File: src/rtl/fht_ctrl_pkg.sv
// fht_ctrl_pkg: shared types and helpers for the FHT sequencing controller (stall option: FHT_CTRL_STALL_EN)
package fht_ctrl_pkg;
  typedef enum logic [1:0] {S_IDLE, S_READ, S_DRAIN} state_e;
  function automatic int stages_of(input int log_n);
    return log_n - 1;
  endfunction
  function automatic int a_bit_of(input int log_n);
    return log_n - 2;
  endfunction
  function automatic logic [15:0] bitrev(input logic [15:0] v, input int w);
    logic [15:0] r;
    r = '0;
    for (int i = 0; i < 16; i++)
      if (i < w) begin
        r = {r[14:0], v[0]};
        v = v >> 1;
      end
    return r;
  endfunction
endpackage

File: src/rtl/fht_addr_delay.sv
// fht_addr_delay: DEPTH-stage delay line for four bank addresses plus a valid bit
module fht_addr_delay #(
  parameter int DEPTH = 4,
  parameter int A_BIT = 8
) (
  input  logic               clk,
  input  logic               rst_n,
  input  logic               en,
  input  logic [4*A_BIT-1:0] d,
  input  logic               v_in,
  output logic [4*A_BIT-1:0] q,
  output logic               v_out
);
  localparam int W = 4 * A_BIT + 1;
  localparam int L = DEPTH * W;
  logic [L-1:0] pipe_q, pipe_d;
  assign {v_out, q} = pipe_q[L-1 -: W];
  // newest entry enters at the bottom, oldest leaves at the top
  always_comb pipe_d = en ? L'({pipe_q, v_in, d}) : pipe_q;
  // shift register with asynchronous clear
  always_ff @(posedge clk or negedge rst_n)
    if (!rst_n) pipe_q <= '0;
    else pipe_q <= pipe_d;
endmodule

File: src/rtl/fht_seq_ctrl.sv
// fht_seq_ctrl: FHT read/write/coef address and stage sequencer; FHT_CTRL_STALL_EN adds the iSTALL freeze input
module fht_seq_ctrl
  import fht_ctrl_pkg::*;
#(
  parameter int LOG_N = 10,
  parameter int PIPE_LAT = 4,
  localparam int A_BIT = a_bit_of(LOG_N),
  localparam int STAGES = stages_of(LOG_N),
  localparam int SW = $clog2(STAGES)
) (
  input  logic             iCLK,
  input  logic             iRESET,
  input  logic             iSTART,
`ifdef FHT_CTRL_STALL_EN
  input  logic             iSTALL,
`endif
  output logic [A_BIT-1:0] oADDR_RD_0,
  output logic [A_BIT-1:0] oADDR_RD_1,
  output logic [A_BIT-1:0] oADDR_RD_2,
  output logic [A_BIT-1:0] oADDR_RD_3,
  output logic [A_BIT-1:0] oADDR_WR_0,
  output logic [A_BIT-1:0] oADDR_WR_1,
  output logic [A_BIT-1:0] oADDR_WR_2,
  output logic [A_BIT-1:0] oADDR_WR_3,
  output logic [A_BIT-1:0] oADDR_COEF,
  output logic [SW-1:0]    oSTAGE,
  output logic             oST_ZERO,
  output logic             oST_LAST,
  output logic             oEOF_READ,
  output logic             oWE_A,
  output logic             oWE_B,
  output logic             oSOURCE_DATA,
  output logic             oSOURCE_CONT,
  output logic             oRDY
);
  localparam logic [A_BIT-1:0] KMAX = '1;
  localparam logic [SW-1:0] SLAST = SW'(STAGES - 1);
  localparam logic [4:0] DLAST = 5'(PIPE_LAT - 1);
  state_e state_q, state_d;
  logic [A_BIT-1:0] k_q, k_d, coef_q, coef_d, lo, hi;
  logic [SW-1:0] stage_q, stage_d;
  logic [4:0] drn_q, drn_d;
  logic [3:0][A_BIT-1:0] rd_q, rd_d, wr_q, wr_d, dl_addr;
  logic stall, rd_v, dl_v, busy_d;
  logic we_a_q, we_a_d, we_b_q, we_b_d, eof_q, eof_d;
  logic zero_q, zero_d, last_q, last_d, rdy_q, rdy_d;
`ifdef FHT_CTRL_STALL_EN
  assign stall = iSTALL && state_q != S_IDLE;
`else
  assign stall = 1'b0;
`endif
  // FSM: READ walks k over one bank, DRAIN waits for the write pipeline before the next stage
  always_comb begin
    state_d = state_q;
    k_d = k_q;
    stage_d = stage_q;
    drn_d = drn_q;
    if (!stall)
      case (state_q)
        S_IDLE:
          if (iSTART) begin
            state_d = S_READ;
            k_d = '0;
            stage_d = '0;
          end
        S_READ: begin
          k_d = k_q + 1'b1;
          if (k_q == KMAX) begin
            state_d = S_DRAIN;
            drn_d = '0;
          end
        end
        default: begin
          drn_d = drn_q + 1'b1;
          if (drn_q == DLAST) begin
            state_d = stage_q == SLAST ? S_IDLE : S_READ;
            stage_d = stage_q == SLAST ? '0 : stage_q + 1'b1;
            k_d = '0;
            drn_d = '0;
          end
        end
      endcase
  end
  // outputs decoded from the next state so they line up with the state registers
  always_comb begin
    rd_v = state_d == S_READ;
    lo = stage_d == '0 ? A_BIT'(bitrev(16'(k_d), A_BIT)) : k_d;
    hi = stage_d == '0 ? lo : k_d ^ (A_BIT'(1) << ((int'(stage_d) + A_BIT - 1) % A_BIT));
    rd_d = rd_v ? {hi, hi, lo, lo} : '0;
    coef_d = rd_v && stage_d != '0 ? k_d << (STAGES - 1 - int'(stage_d)) : '0;
    eof_d = !stall && rd_v && k_d == KMAX;
    busy_d = state_d != S_IDLE;
    zero_d = busy_d && stage_d == '0;
    last_d = busy_d && stage_d == SLAST;
    rdy_d = !busy_d;
    wr_d = stall ? wr_q : dl_addr;
    we_a_d = !stall && dl_v && stage_q[0];
    we_b_d = !stall && dl_v && !stage_q[0];
  end
  // one delay stage lives in wr_q, so the line plus that register spans PIPE_LAT cycles
  fht_addr_delay #(.DEPTH(PIPE_LAT), .A_BIT(A_BIT)) u_wr_dly (
    .clk  (iCLK),
    .rst_n(iRESET),
    .en   (!stall),
    .d    (rd_d),
    .v_in (rd_v),
    .q    (dl_addr),
    .v_out(dl_v)
  );
  // state, counters and registered outputs
  always_ff @(posedge iCLK or negedge iRESET)
    if (!iRESET) begin
      state_q <= S_IDLE;
      k_q <= '0;
      stage_q <= '0;
      drn_q <= '0;
      rd_q <= '0;
      wr_q <= '0;
      coef_q <= '0;
      we_a_q <= 1'b0;
      we_b_q <= 1'b0;
      eof_q <= 1'b0;
      zero_q <= 1'b0;
      last_q <= 1'b0;
      rdy_q <= 1'b1;
    end else begin
      state_q <= state_d;
      k_q <= k_d;
      stage_q <= stage_d;
      drn_q <= drn_d;
      rd_q <= rd_d;
      wr_q <= wr_d;
      coef_q <= coef_d;
      we_a_q <= we_a_d;
      we_b_q <= we_b_d;
      eof_q <= eof_d;
      zero_q <= zero_d;
      last_q <= last_d;
      rdy_q <= rdy_d;
    end
  assign {oADDR_RD_3, oADDR_RD_2, oADDR_RD_1, oADDR_RD_0} = rd_q;
  assign {oADDR_WR_3, oADDR_WR_2, oADDR_WR_1, oADDR_WR_0} = wr_q;
  assign oADDR_COEF = coef_q;
  assign oSTAGE = stage_q;
  assign oST_ZERO = zero_q;
  assign oST_LAST = last_q;
  assign oEOF_READ = eof_q;
  assign oWE_A = we_a_q;
  assign oWE_B = we_b_q;
  assign oSOURCE_DATA = stage_q[0];
  assign oSOURCE_CONT = zero_q;
  assign oRDY = rdy_q;
endmodule

File: config.mk
export PLATFORM = sky130hd
export DESIGN_NAME = fht_seq_ctrl
export DESIGN_NICKNAME = d
export VERILOG_FILES = /design/src/rtl/fht_ctrl_pkg.sv /design/src/rtl/fht_addr_delay.sv /design/src/rtl/fht_seq_ctrl.sv
export SDC_FILE = /design/constraint.sdc
export NUM_CORES = 1
export LEC_CHECK = 0
export BUFFER_PORTS_ARGS = -buffer_cell sky130_fd_sc_hd__buf_2
export CORE_AREA = 2 2 110 112
export DETAILED_ROUTE_END_ITERATION = 10
export DIE_AREA = 0 0 112 114
export PLACE_DENSITY = 0.65
export SYNTH_ARGS = -nofsm -noshare
export SYNTH_HDL_FRONTEND = slang
export SYNTH_SLANG_ARGS = --single-unit
File: constraint.sdc
create_clock -name iCLK -period 7.8 [get_ports iCLK]
set_input_delay 0.78 -clock iCLK [delete_from_list [all_inputs] [get_ports iCLK]]
set_output_delay 0.78 -clock iCLK [all_outputs]
set_load 0.02 [all_outputs]
==> run metrics, run 1 <==
pwr dens 422 mW/mm^2; CP Cell Sequence ha_1 -> or4b_1 -> a311o_2 -> inv_2 -> ha_1 -> nand3_1 -> o21ai_0 -> a21oi_1; RSZ-0062 raised after global routing false; Synth Register Bits 117; Post-synth EDFFs 0; Finished Layout Cells 597; launch point of the worst reg-to-reg path drn_q[0]; register-to-register setup slack 3.78 ns; Nets 449; placed instance count 565; Post-CTS Hold Buffers 0; H-Tree Depth 4; adder-cell share of the synthesized area 0.0236; sequential area share after synthesis 0.615; Leakage 0.00267 uW; Pins Over Slew Limit 0; 1st-pass router iterations 4; post-place setup slack 3.89 ns; RR Endpoint u_wr_dly.pipe_q[24]; setup TNS 0 ns; Die ar. 0.0128 sq mm; Fillers 1058; ANT cells 0; Synth Area in XOR/XNOR 0.0184; total CTS buffers 17; HP Class in2async; WL final 9040 microns; initial core utilization 0.407; insertion delay to the later sink of the worst-skew pair 0.41 ns; Ys Warns 0; largest area contributor in the synthesized netlist dfrtp_1; CTS tree done; Fmax 249 MHz; Post-Synthesis Cells 395; Starting DRT DRC Count 282; largest family of logic cells by synthesized area simple AND/OR/NAND/NOR gates; syn nets 407; critical path type reg2reg; initial antenna violation count 0; slew margin rel. 0.304; min cycle time layout 4.02 ns; Arr. time, crit path 4.26 ns; Startpoint Class flip-flop; dpl hpwl 6130 microns; worst path required time 8.05 ns; die width 112 microns; drt wl/cell 15.1 microns; gpl congestion 0.864; Post-synth top flop dfrtp_1; register area 0.00293 sq mm; final core utilization 0.472; multi-input logic area 0.00134 sq mm; WP depth 8; Slew @ Worst Pin 1.04 ns; Synth Area in Compound Gates 0.111; Synth async-reset ratio 1.00; GRT Util Overall 0.149; final hold vios 0; design area 0.00553 sq mm; CTS-repair resized insts 0; post-synthesis mux area share 0.0158; critical-path maximum fanout 24; post-route worst setup slack 3.78 ns; Core ar. 0.0117 sq mm; ranking of synthesized cells by area dfrtp_1 (61%), buf_4 (7.9%), ha_1 (2.4%); CP max stage delay 0.69 ns; Clock Pin Slew Worst Setup and Hold Paths 0.06 ns; cell row count 40; Setup crit end u_wr_dly.pipe_q[24]; synthesized area 0.00476 sq mm; sum of buffers and inverters on the critical path 1; Vias/cell 5.11; I/O pins 87; family with the most delay on the worst path simple AND/OR/NAND/NOR gates; total congestion overflow 0; CP max-delay cell or4b_1; Max-Cap Viols 0; layout cells sized above 1 0.293; DRC Markers 0; Post-Syn Area per Cell 12.1 sq um; Reg2Reg Depth 8; CTS Buffer Depth 2; Port Buffer Count 86; Yosys cell types 61; synthesis-to-finish area growth 16.2%; CP dominant cell by count ha_1; worst clock skew 0.0102 ns; Area after DPL 0.00494 sq mm; first-pass GRT wire length 14600 microns; remaining antenna violation count 0; Post-CTS Setup Bufs 0; largest net degree at the start of global routing 89; period utilization 0.515; die height 114 microns; crit end category flip-flop; outcome completed; vias in the first global route 2813; Vias 3050; worst setup path start drn_q[0]; CTS Sinks 117; simple-gate area share of the yosys netlist 0.112; Worst VDD drop 0.293 mV; final setup vio count 0; Root Driver clkbuf_16; Yosys top cell area share 0.610
-- power breakdown --
group          leakage [uW]  switching (uW)  internal (uW)
Sequential          0.00143             106            820
Combinational      0.000957             438            208
Clock              0.000281             278            482
-- registers in the layout (all words and copies together) (netlist names), 2 cells and up --
register         cells
state_q              2
oADDR_WR_1           7
oADDR_COEF           8
oADDR_WR_3           7
k_q                  8
u_wr_dly.pipe_q     68
drn_q                5
oSTAGE               4
-- logic make-up after synthesis --
| logic type | Yosys count |
|---|---|
| xor+xnor | 10 |
| fa+ha+maj | 9 |
| mux | 6 |
| buf+inv | 77 |
| simple gates | 101 |
| flops | 117 |
| compound gates | 75 |
-- worst reg2reg max path, delay by kind of cell (launching register included) --
kind,cells,cell delay [ns]
adder cells (fa/ha/maj),2,0.68
AND/OR/NAND/NOR,2,1.37
flip-flops,1,0.40
AO/OA/AOI/OAI,3,1.18
buffers and inverters,1,0.22
-- synthesized netlist by cell type (2+ instances only) --
library cell	count
dfrtp_1	116
buf_4	50
nand2_1	24
nor2_1	24
a21oi_1	18
o21ai_0	14
nand3_1	12
inv_1	10
ha_1	9
a31oi_1	8
clkbuf_1	8
a21o_1	7
xnor2_1	7
nor4_1	6
nor3_1	5
a22oi_1	4
and2_1	4
nand4_1	4
a211oi_1	3
buf_2	3
mux2i_1	3
nand2b_1	3
nor2b_1	3
or3_1	3
xor2_1	3
a211oi_2	2
and3_1	2
buf_6	2
inv_2	2
mux2_2	2
nand3b_1	2
o2111ai_1	2
o211a_1	2
-- layout make-up --
type                            count  share of cell area
Sequential cell                   117               0.530
Clock buffer                       19              0.0801
Multi-Input combinational cell    201               0.242
Inverter                           13             0.00882
Clock inverter                     13              0.0269
Tap cell                          147              0.0333
Timing Repair Buffer               87              0.0796
-- layer usage --
metal / up-vias / track usage / wire length (microns)
li1: 1404 / - / -
met1: 1514 / 0.193 / 4020
met2: 118 / 0.238 / 4310
met3: 14 / 0.0446 / 550
met4: 0 / 0.0626 / 161
met5: - / 0 / 0
-- stage by stage --
| step | power (uW) | hold WS [ns] |
|---|---|---|
| after CTS | 2360 | 0.300 |
| after floorplan | 1500 | 0.331 |
| after detailed placement | 1590 | 0.335 |
| after global routing | 2460 | 0.322 |
| after global placement | 1570 | 0.332 |
| final | 2330 | 0.294 |
-- layout by cell type, fill, tap and decap left out, types with 3 or more instances in the layout --
cell / instances
a31oi_1: 8
or3_1: 3
clkinv_4: 4
a22oi_1: 4
nand2_1: 24
mux2i_1: 3
nor2b_1: 3
clkbuf_16: 17
xor2_1: 3
o21ai_0: 14
buf_2: 85
dfrtp_1: 116
xnor2_1: 7
nor2_1: 24
and2_1: 4
clkinvlp_4: 3
inv_6: 3
nand4_1: 4
a21oi_1: 18
nand2b_1: 3
ha_1: 9
nand3_1: 12
inv_1: 10
nor3_1: 5
a211oi_1: 3
nor4_1: 6
a21o_1: 7
-- worst min-delay path by stage --
stage	slack, ns	startpoint	end
global route	0.32	iRESET	oADDR_WR_1[1]
CTS	0.30	iRESET	oADDR_WR_3[1]
floorplan	0.33	u_wr_dly.pipe_q[114]	oADDR_WR_0[7]
finish	0.29	iRESET	oADDR_WR_3[1]
detailed placement	0.33	u_wr_dly.pipe_q[109]	oADDR_WR_1[2]
global placement	0.33	u_wr_dly.pipe_q[61]	u_wr_dly.pipe_q[94]
(Power assumes the default switching activity.)
==> run 2, diff against run 1 <==
- ABC_AREA: not set -> 1
- CORE_AREA: 2 2 110 112 -> 2 2 112 114
- DIE_AREA: 0 0 112 114 -> 0 0 114 116
- clock period: 7.8 -> 3.8 ns (I/O delays scaled with it)
==> run metrics, run 2 <==
Post-synth EDFFs 0 (unchanged); H-Tree Depth 4 (unchanged); ranking of synthesized cells by area dfrtp_1 (58%), buf_4 (7.9%), nand2_1 (5.4%); HP Class in2async; Port Buffer Count 86 (unchanged); Ys Warns 0 (unchanged); die width 114 microns (+1.8%); Max-Cap Viols 0 (unchanged); layout cells sized above 1 0.299 (+0.00575); Core ar. 0.0119 sq mm (+1.7%); max reg flops 68 (unchanged); Post-CTS Setup Bufs 0 (unchanged); slew margin rel. 0.308 (+0.00406); launch point of the worst reg-to-reg path oSTAGE[0]; Die ar. 0.0132 sq mm (+3.6%); initial antenna violation count 0 (unchanged); largest net degree at the start of global routing 85 (-4.5%); post-route worst setup slack 0.854 ns (-2.93 ns); Pins Over Slew Limit 0 (unchanged); gpl congestion 0.851 (-1.5%); RR Endpoint u_wr_dly.pipe_q[29]; count leader, synth dfrtp_1; Post-CTS Hold Buffers 0 (unchanged); critical-path maximum fanout 14 (-42%); DRC Markers 0 (unchanged); total CTS buffers 17 (unchanged); synthesized area 0.00497 sq mm (+4.4%); CTS Sinks 117 (unchanged); cell row count 40 (unchanged); GRT Util Overall 0.159 (+0.00970); total congestion overflow 0 (unchanged); CTS Buffer Depth 2 (unchanged); Clock Pin Slew Worst Setup and Hold Paths 0.06 ns (about the same); Post-Syn Area per Cell 10.3 sq um (-14%); insertion delay to the later sink of the worst-skew pair 0.41 ns (about the same); Synth Register Bits 117 (unchanged); outcome completed; sequential area share after synthesis 0.589 (-0.0259); die height 116 microns (+1.8%); CTS tree done; initial core utilization 0.417 (+0.0107); Vias/cell 4.87 (-4.7%); Startpoint Class flip-flop; final hold vios 0 (unchanged); Synth async-reset ratio 1.00 (unchanged); synthesis-to-finish area growth 16.8%; ANT cells 0 (unchanged); register-to-register setup slack 0.85 ns (-2.93 ns); remaining antenna violation count 0 (unchanged); Arr. time, crit path 3.23 ns (-1.03 ns); 1st-pass router iterations 5 (+1); worst clock skew 0.0124 ns (+0.00219 ns); Root Driver clkbuf_16; CTS-repair resized insts 0 (unchanged); I/O pins 87 (unchanged); crit end category flip-flop; Post-synth top flop dfrtp_1; Yosys top cell area share 0.584 (-0.0256); Fillers 1091 (+3.1%); post-place setup slack 0.924 ns (-2.97 ns); RSZ-0062 raised after global routing false; Post-Synthesis Cells 482 (+22%); Biggest register u_wr_dly.pipe_q; Worst VDD drop 0.401 mV (+37%); dpl hpwl 6890 microns (+12%); Yosys cell types 44 (-28%); Starting DRT DRC Count 217 (-23%); Nets 544 (+21%); Reg2Reg Depth 17 (+9); Slew @ Worst Pin 1.04 ns (-0.00610 ns); Vias 3370 (+10%); Finished Layout Cells 692 (+16%); WL final 9870 microns (+9.1%); vias in the first global route 3261 (+16%); period utilization 0.775 (+0.260); drt wl/cell 14.3 microns (-5.8%); setup TNS 0 ns (unchanged); Leakage 0.00302 uW (+13%); syn nets 494 (+21%); most frequent cells after synthesis dfrtp_1 (116), nand2_1 (72), buf_4 (52); most common cell after layout, fill and taps aside dfrtp_1; largest area contributor in the synthesized netlist dfrtp_1; min cycle time layout 2.95 ns (-1.07 ns); Fmax 339 MHz (+36%); placed instance count 660 (+17%); first-pass GRT wire length 16100 microns (+10%); worst path required time 4.08 ns (-3.97 ns); critical path type reg2reg; pwr dens 951 mW/mm^2 (+130%); final setup vio count 0 (unchanged); most frequent cells in the layout dfrtp_1 (116), buf_2 (85), nand2_1 (72)
-- run 2: changes by cell type in the layout (fill, tap and decap cells not counted), moves of 6 or more --
cell / before / now
a21o_1: 7 / 0
xnor2_1: 7 / 1
nand3_1: 12 / 35
nor4_1: 6 / 0
o21ai_1: 1 / 14
nor2_2: 0 / 6
inv_1: 10 / 37
inv_2: 2 / 9
nand2_1: 24 / 72
nor2_1: 24 / 34
nand2_2: 0 / 9
-- run 2: worst max-delay path by stage --
| stage | to | start | slack (ns) | cells past startpoint |
|---|---|---|---|---|
| 6_report | u_wr_dly.pipe_q[29] | oSTAGE[0] | 0.85 | 17 |
| 5_1_grt | u_wr_dly.pipe_q[25] | oSTAGE[0] | 0.59 | 15 |
| 4_1_cts | u_wr_dly.pipe_q[29] | oSTAGE[0] | 0.88 | 17 |
| 3_5_place_dp | u_wr_dly.pipe_q[29] | oSTAGE[0] | 0.92 | 17 |
| 3_3_place_gp | u_wr_dly.pipe_q[28] | oSTAGE[0] | 0.99 | 17 |
| 2_1_floorplan | oADDR_COEF[2] | oSTAGE[0] | 1.38 | 13 |
-- run 2: kinds of logic after synthesis --
group | after synthesis | share of synthesized area
buffers and inverters | 105 | 0.123
flip-flops | 117 | 0.589
XOR/XNOR | 2 | 0.00352
AO/OA/AOI/OAI | 63 | 0.0735
adder cells (fa/ha/maj) | 9 | 0.0227
AND/OR/NAND/NOR | 186 | 0.188
-- run 2: report_power, final --
group | total, uW | internal [uW] | leakage [uW] | switching [uW]
sequential | 2000 | 1750 | 0.00146 | 256
clock | 1690 | 1070 | 0.000313 | 628
combinational | 1830 | 534 | 0.00124 | 1290
-- run 2: per-layer routing --
layer | track usage | wire, microns | vias to the layer above
met1 | 0.207 | 4470 | 1620
li1 | - | - | 1613
met5 | 0 | 0 | -
met4 | 0.0699 | 95 | 0
met3 | 0.0418 | 524 | 8
met2 | 0.254 | 4780 | 129
-- run 2: layout make-up --
cell class / instances / area [sq um] / area share
multi-input combinational: 260 / 1430 / 0.246
clock buffer: 17 / 425 / 0.0732
inverter: 48 / 183 / 0.0315
clock inverter: 15 / 208 / 0.0358
timing repair buffer: 88 / 448 / 0.0771
tap: 147 / 184 / 0.0317
sequential: 117 / 2930 / 0.504
-- run 2: per-stage QoR --
stage	hold WS [ns]	utilization	total power, uW	cell area (sq um)
2_1_floorplan	0.0844	-	3510	4970
3_3_place_gp	0.331	0.434	3810	5170
3_5_place_dp	0.335	0.434	3840	5170
4_1_cts	0.197	0.488	5570	5810
5_1_grt	0.227	0.488	5850	5810
6_report	0.131	0.488	5520	5810
-- run 2: worst max-delay path: stages, from the launching register on --
cell and delay [ns]:
dfrtp_1 0.53, inv_1 0.18, ha_1 0.22, nand3_1 0.13
nand3_1 0.09, nand2_1 0.08, nand2_1 0.08, nor2_4 0.27
inv_2 0.16, ha_1 0.25, inv_1 0.06, nand2_1 0.06
nand2_2 0.19, inv_2 0.13, nor2_1 0.15, nand3_1 0.08
o21ai_1 0.10, nor2_1 0.06
==> run 3, diff against run 2 <==
- clock period: 3.8 -> 3.03 ns (I/O delays scaled with it)
==> run metrics, run 3 (synthesis results as in run 2) <==
Post-CTS Hold Buffers 0 (unchanged); launch point of the worst reg-to-reg path oSTAGE[0]; Startpoint Class flip-flop; HP Class in2async; Nets 547 (+0.55%); remaining antenna violation count 0 (unchanged); WL final 9910 microns (+0.47%); WHS -0.0123 ns (-0.143 ns); CTS Sinks 117 (unchanged); slew margin rel. 0.468 (+0.160); period utilization 0.904 (+0.129); initial antenna violation count 0 (unchanged); CP dominant cell by count nand3_1; post-place setup slack 0.280 ns (-0.644 ns); Pins Over Slew Limit 0 (unchanged); Clock Pin Slew Worst Setup and Hold Paths 0.05 ns (about the same); CP Cell Sequence inv_1 -> ha_1 -> nand3_1 -> nand3_1 -> nand2_1 -> nand2_1 -> nor2_4 -> inv_2 -> ha_1 -> nand3_4 -> nand2_2 -> inv_2 -> nand3_1 -> a21oi_1 -> nor2_1; design area 0.00582 sq mm (+0.19%); most common cell after layout, fill and taps aside dfrtp_1; Biggest register u_wr_dly.pipe_q; final setup vio count 0 (unchanged); setup TNS 0 ns (unchanged); RSZ-0062 raised after global routing false; min cycle time layout 2.74 ns (-0.206 ns); most frequent cells in the layout dfrtp_1 (116), buf_2 (85), nand2_1 (72); sum of buffers and inverters on the critical path 3 (-1); total congestion overflow 0 (unchanged); RR Endpoint u_wr_dly.pipe_q[25]; ANT cells 0 (unchanged); final hold vios 21 (+21); gpl congestion 0.873 (+2.7%); dpl hpwl 6820 microns (-0.96%); family with the most delay on the worst path simple AND/OR/NAND/NOR gates; CTS Buffer Depth 2 (unchanged); CP max stage delay 0.54 ns (about the same); Vias/cell 4.95 (+1.6%); GRT Util Overall 0.164 (+0.00465); first-pass GRT wire length 16800 microns (+4.3%); total CTS buffers 17 (unchanged); CTS-repair resized insts 0 (unchanged); pwr dens 1180 mW/mm^2 (+24%); Fillers 1092 (+0.092%); Slew @ Worst Pin 0.797 ns (-0.240 ns); Port Buffer Count 86 (unchanged); Total Power 6870 uW (+24%); Arr. time, crit path 3.02 ns (-0.21 ns); Max-Cap Viols 0 (unchanged); Root Driver clkbuf_16; critical-path maximum fanout 11 (-3); Die ar. 0.0132 sq mm (unchanged); max reg flops 68 (unchanged); cell row count 40 (unchanged); largest net degree at the start of global routing 64 (-25%); drt wl/cell 14.3 microns (+0.18%); insertion delay to the later sink of the worst-skew pair 0.40 ns (about the same); I/O pins 87 (unchanged); post-route worst setup slack 0.290 ns (-0.564 ns); Fmax 365 MHz (+7.5%); Vias 3435 (+1.9%); worst clock skew 0.0102 ns (-0.00214 ns); Worst VDD drop 0.302 mV (-25%); CP max-delay cell dfrtp_1; Starting DRT DRC Count 232 (+6.9%); Reg2Reg Depth 15 (-2); Leakage 0.00301 uW (-0.27%); violated checks hold timing; synthesis-to-finish area growth 17.1%; die width 114 microns (unchanged); CTS tree done; Post-CTS Setup Bufs 0 (unchanged); crit end category flip-flop; critical path type reg2reg; vias in the first global route 3338 (+2.4%); outcome finished, violations left; die height 116 microns (unchanged); worst path required time 3.31 ns (-0.77 ns); Core ar. 0.0119 sq mm (unchanged); H-Tree Depth 4 (unchanged); layout cells sized above 1 0.302 (+0.00256); register-to-register setup slack 0.29 ns (-0.56 ns); initial core utilization 0.417 (unchanged); 1st-pass router iterations 4 (-1); Area after DPL 0.00520 sq mm (+0.44%); DRC Markers 0 (unchanged)
## run 3: changes by cell type in the layout (fill, tap and decap cells not counted), sizes merged
cell	delta
clkinvlp	+4
buf	+3
inv	-9
clkbuf	+4
## run 3: worst max-delay path by stage
stage	cells past startpoint	from	slack, ns	to
3_3_place_gp	13	oSTAGE[0]	0.34	oADDR_COEF[3]
5_1_grt	15	oSTAGE[0]	0.02	u_wr_dly.pipe_q[25]
6_report	15	oSTAGE[0]	0.29	u_wr_dly.pipe_q[25]
2_1_floorplan	13	oSTAGE[0]	0.61	oADDR_COEF[2]
4_1_cts	13	oSTAGE[0]	0.25	oADDR_COEF[2]
3_5_place_dp	13	oSTAGE[0]	0.28	oADDR_COEF[2]
## run 3: final cells by class
type / count / area [sq um] / share of cell area
clock inverters: 10 / 148 / 0.0254
well taps: 147 / 184 / 0.0316
flip-flops and latches: 117 / 2930 / 0.503
multi-input cells: 260 / 1430 / 0.246
inverters: 48 / 186 / 0.0320
clock buffers: 21 / 470 / 0.0808
repair buffers: 91 / 470 / 0.0808
## run 3: metrics by stage
step	utilization	std cells	hold slack [ns]
after detailed placement	0.436	663	0.335
after global routing	0.489	694	0.0575
after floorplan	-	482	0.00741
after CTS	0.488	694	0.0264
after global placement	0.436	663	0.331
final	0.489	694	-0.0123
## run 3: per-layer routing
metal  track usage  up-vias  wire length, microns
met2         0.259      148                  4710
met3        0.0486        8                   556
li1              -     1624                     -
met1         0.218     1655                  4550
met4        0.0545        0                   101
met5             0        -                     0
## run 3: where the power goes
part           internal, uW  switching [uW]  total, uW
clock                  1360             692       2050
combinational           675            1650       2320
sequential             2190             303       2500
## run 3: worst reg2reg max path, delay by kind of cell, from the launching register on
family,cells,cell delay (ns)
adders and majority gates,2,0.45
DFF,1,0.54
AOI/OAI and AO/OA,1,0.20
buffers and inverters,3,0.47
and+or+nand+nor,9,0.95
